### config.mk
export PLATFORM = sky130hd
export DESIGN_NAME = djb2_stream_hash
export DESIGN_NICKNAME = d
export VERILOG_FILES = /design/src/rtl/djb2_stream_hash.sv
export SDC_FILE = /design/constraint.sdc
export NUM_CORES = 1
export LEC_CHECK = 0
export CORE_ASPECT_RATIO = 2
export CORE_MARGIN = 5
export CORE_UTILIZATION = 40
export CTS_BUF_LIST = sky130_fd_sc_hd__clkbuf_4 sky130_fd_sc_hd__clkbuf_8
export DETAILED_ROUTE_END_ITERATION = 16
export MAX_ROUTING_LAYER = met4
export PLACE_DENSITY = 0.67
export SLEW_MARGIN = 20
export SYNTH_ARGS = -nofsm -noshare
export SYNTH_HDL_FRONTEND = slang
export SYNTH_SLANG_ARGS = --single-unit
export TNS_END_PERCENT = 100
### constraint.sdc
create_clock -name clk -period 3.6 [get_ports clk]
set_input_delay 0.54 -clock clk [delete_from_list [all_inputs] [get_ports clk]]
set_output_delay 0.54 -clock clk [all_outputs]
set_load 0.005 [all_outputs]
### src/rtl/djb2_stream_hash.sv
// Streaming djb2 / djb2a hash over a length-prefixed byte message.
// Bytes arrive on a valid/ready port; done pulses for one cycle once hash is final.
module djb2_stream_hash #(
    parameter int          HASH_W = 32,
    parameter int unsigned SEED   = 5381,
    parameter int          LEN_W  = 8
) (
    input  logic              clk,
    input  logic              rst,
    input  logic              start,
    input  logic [LEN_W-1:0]  len,
    input  logic              mode,
    input  logic              in_valid,
    input  logic [7:0]        in_data,
    output logic              in_ready,
    output logic              busy,
    output logic              done,
    output logic [HASH_W-1:0] hash
);

    localparam logic [HASH_W-1:0] SEED_H = HASH_W'(SEED);

    typedef enum logic [1:0] {
        IDLE = 2'd0,
        LOAD = 2'd1,
        DONE = 2'd2
    } state_t;

    state_t             state_reg, state_next;
    logic [HASH_W-1:0]  hash_reg, hash_next;
    logic [LEN_W-1:0]   count_reg, count_next;
    logic               mode_reg, mode_next;

    logic [HASH_W-1:0]  times33;
    logic [HASH_W-1:0]  data_ext;

    // h*33 as shift-and-add; the shifted-out bits are dropped by the modulo width.
    assign times33  = (hash_reg << 5) + hash_reg;
    assign data_ext = HASH_W'(in_data);

    always_ff @(posedge clk or posedge rst) begin
        if (rst) begin
            state_reg <= IDLE;
            hash_reg  <= SEED_H;
            count_reg <= '0;
            mode_reg  <= 1'b0;
        end else begin
            state_reg <= state_next;
            hash_reg  <= hash_next;
            count_reg <= count_next;
            mode_reg  <= mode_next;
        end
    end

    always_comb begin
        state_next = state_reg;
        hash_next  = hash_reg;
        count_next = count_reg;
        mode_next  = mode_reg;
        in_ready   = 1'b0;
        busy       = 1'b0;
        done       = 1'b0;
        case (state_reg)
            IDLE: begin
                if (start) begin
                    mode_next  = mode;
                    count_next = len;
                    hash_next  = SEED_H;
                    state_next = (len == '0) ? DONE : LOAD;
                end
            end
            LOAD: begin
                in_ready = 1'b1;
                busy     = 1'b1;
                if (in_valid) begin
                    hash_next  = mode_reg ? (times33 ^ data_ext) : (times33 + data_ext);
                    count_next = count_reg - LEN_W'(1);
                    // Leaving on the last beat keeps count from ever wrapping below zero.
                    if (count_reg == LEN_W'(1)) begin
                        state_next = DONE;
                    end
                end
            end
            DONE: begin
                busy       = 1'b1;
                done       = 1'b1;
                state_next = IDLE;
            end
            default: begin
                state_next = IDLE;
            end
        endcase
    end

    assign hash = hash_reg;

endmodule

==> flow_summary.json <==
{
  "status": "completed",
  "ys_seq_area_share_pct": 24.7,
  "drt_first_pass_iters": 5,
  "die_w_um": 84.0,
  "fin_crit_sh_pct": 95.8,
  "num_io_pins": 56,
  "drive_gt1_share_pct": 12.3,
  "clockRootBuffer": "clkbuf_8",
  "synth_flop_cell": "dfrtp_1",
  "drt_iter0_drc": 246,
  "core_sq_um": 10800,
  "grtUsageMet1_pct": 20.8,
  "hold_slack_ns": 0.542,
  "drc": 0,
  "hp-start": "state_reg[0]",
  "setup_ws_ns": 0.151,
  "hold_buffers": 0,
  "cts_buffers": 5,
  "largest_reg_flops": 32,
  "max_slew_margin_pct": 54.4,
  "wirelength_um": 14400,
  "numClockSinks": 43,
  "ant_nets": 0,
  "dpl-instance-area_sq_um": 5180,
  "clk_latency_ns": 0.32,
  "fin_setup_tns_ns": 0,
  "cp_max_fo": 4,
  "power.leakage_nw": 2.17,
  "synth_area_leaders": "dfrtp_1 (22%), ha_1 (11%), nand2_1 (5.9%)",
  "hp-class": "reg -> reg",
  "place_inst": 740,
  "fin_nets": 670,
  "path_clk_slew_ns": 0.10,
  "fin_area_sq_um": 5330,
  "async_flop_share_pct": 100,
  "grt.met2_usage_pct": 42.5,
  "min_to": "state_reg[0]",
  "fin_total_pwr_mw": 4.56,
  "min_period_ns": 3.45,
  "clock.fmax_ghz": 0.290,
  "dp_hpwl_um": 11400,
  "setup_viol": 0,
  "hold_violations": 0,
  "endpoint_kind": "flop",
  "start_kind": "flop",
  "yosysWarnings": 0,
  "wire_per_inst_um": 19.2,
  "ys_top_cells_by_count": "nand2_1 (69), o21ai_0 (46), a21oi_1 (39), ha_1 (39), nor2_1 (39)",
  "fin_cells": 749,
  "yosysUniqueCellTypes": 64,
  "io_buffers": 55,
  "met3_usage_pct": 1.67,
  "die-area_sq_um": 13300,
  "syn_inst": 544,
  "post-place-ws_ns": -0.00612,
  "arrival_ns": 3.65,
  "finalClockSkew_ns": 0.0132,
  "synth_area_sq_um": 4380,
  "grt_antenna_before_repair": 0,
  "utilization_pct": 49.3,
  "whs_path_depth": 1,
  "slew_viol_final": 0,
  "synth.avg_cell_area_sq_um": 8.04,
  "grt_pass1_vias": 4346,
  "grt_pass1_wl_um": 22400,
  "drt-vias-per-instance": 5.90,
  "worstRegToRegCells": 11,
  "htreeDepth": 2,
  "maxCapViolations": 0,
  "max_slew.worst_pin.slew_ns": 0.676,
  "cts_tree": "built",
  "clockBufferDepth": 2,
  "synth_area_leader_cell": "dfrtp_1",
  "required_ns": 3.80,
  "grt_busiest_layer": "met2",
  "crit_type": "reg -> reg",
  "grt_max_degree": 33,
  "r2r_start": "hash[0]",
  "synthMostInstantiatedCell": "nand2_1",
  "grt-ovfl-total": 0,
  "syn_nets": 606,
  "synth_top_area_share_pct": 21.7,
  "ys_ff_latch": 43,
  "r2r_end": "hash[23]",
  "die_h_um": 158,
  "start_util_pct": 40.5,
  "peakVddDrop_mv": 0.507,
  "grt_usage_pct": 22.2,
  "rows": 54,
  "synth_edf_count": 0,
  "synthToLayoutAreaGrowth_pct": 21.8,
  "vias": 4422,
  "num_antenna_cells": 0,
  "gp_congestion": 0.955,
  "r2r_setup_slack_ns": 0.15,
  "p_per_area_nw_per_um2": 856
}
==> layout by cell type (no fill, tap or decap), types with 9 or more instances in the layout <==
| master | synthesis | routed |
|---|---|---|
| nand2_1 | 69 | 69 |
| clkdlybuf4s50_1 | 0 | 55 |
| o21ai_0 | 46 | 42 |
| dfrtp_1 | 38 | 38 |
| nor2_1 | 39 | 37 |
| ha_1 | 39 | 37 |
| a21oi_1 | 39 | 36 |
| buf_4 | 1 | 29 |
| xnor2_1 | 28 | 28 |
| nand3_1 | 23 | 22 |
| xor2_1 | 21 | 21 |
| nand4_1 | 16 | 16 |
| inv_1 | 12 | 11 |
| nor3_1 | 11 | 10 |
| o211ai_1 | 9 | 9 |
==> logic make-up (layout without fill, tap and decap cells) <==
kind of cell	after synthesis	count (layout)	synth area share, %
and+or+nand+nor	196	196	21.9
buffers and inverters	39	104	4.00
muxes	6	6	1.40
adders and majority gates	41	41	12.1
xor gates and xnor gates	50	50	10.2
AOI/OAI and AO/OA	169	169	25.7
DFF	43	43	24.7
==> worst max-delay path, stage by stage, from the launching register on <==
cell and delay, ns:
dfstp_2 0.57, ha_2 0.22, fa_2 0.44, ha_1 0.30
nand3_1 0.11, o311a_1 0.36, nor2_2 0.15, nand3_2 0.14
or3_4 0.43, or3_1 0.40, xnor2_1 0.15, o21ai_1 0.07
==> where the power goes <==
part | total (mW) | internal [mW] | switching [mW]
clock network | 0.350 | 0.144 | 0.206
logic | 3.31 | 1.43 | 1.88
registers | 0.901 | 0.663 | 0.238
==> area by class of cell <==
type	count	area, sq um
Tap cell	140	175
Inverter	12	45.0
Timing Repair Buffer	84	768
Multi-Input combinational cell	462	3170
Fill cell	1097	5480
Clock buffer	6	76.3
Sequential cell	43	1080
Clock inverter	2	12.5
==> routing by layer <==
metal  part of all wire [%]  routed length, um  vias to the layer above
met4                    6.9                987                        0
met3                    2.9                416                       47
li1                       -                  -                     2137
met5                      0                  0                        -
met1                     36               5120                     2086
met2                     55               7850                      152
==> worst max path at each step <==
stage | start | to | slack [ns]
floorplan | hash[5] | hash[23] | 0.20
CTS | hash[0] | hash[23] | 0.01
finish | hash[0] | hash[23] | 0.15
global placement | hash[0] | hash[23] | 0.05
detailed placement | hash[0] | hash[23] | -0.006
global route | hash[2] | hash[31] | -0.05
==> what timing repair did <==
item | CTS | global route
setup buffers | 0 | 1
pin swaps | 0 | 4
setup endpoints to repair | 1 | 7
gates resized for setup | 1 | 16
No activity file was read; power rests on OpenSTA's default activity.
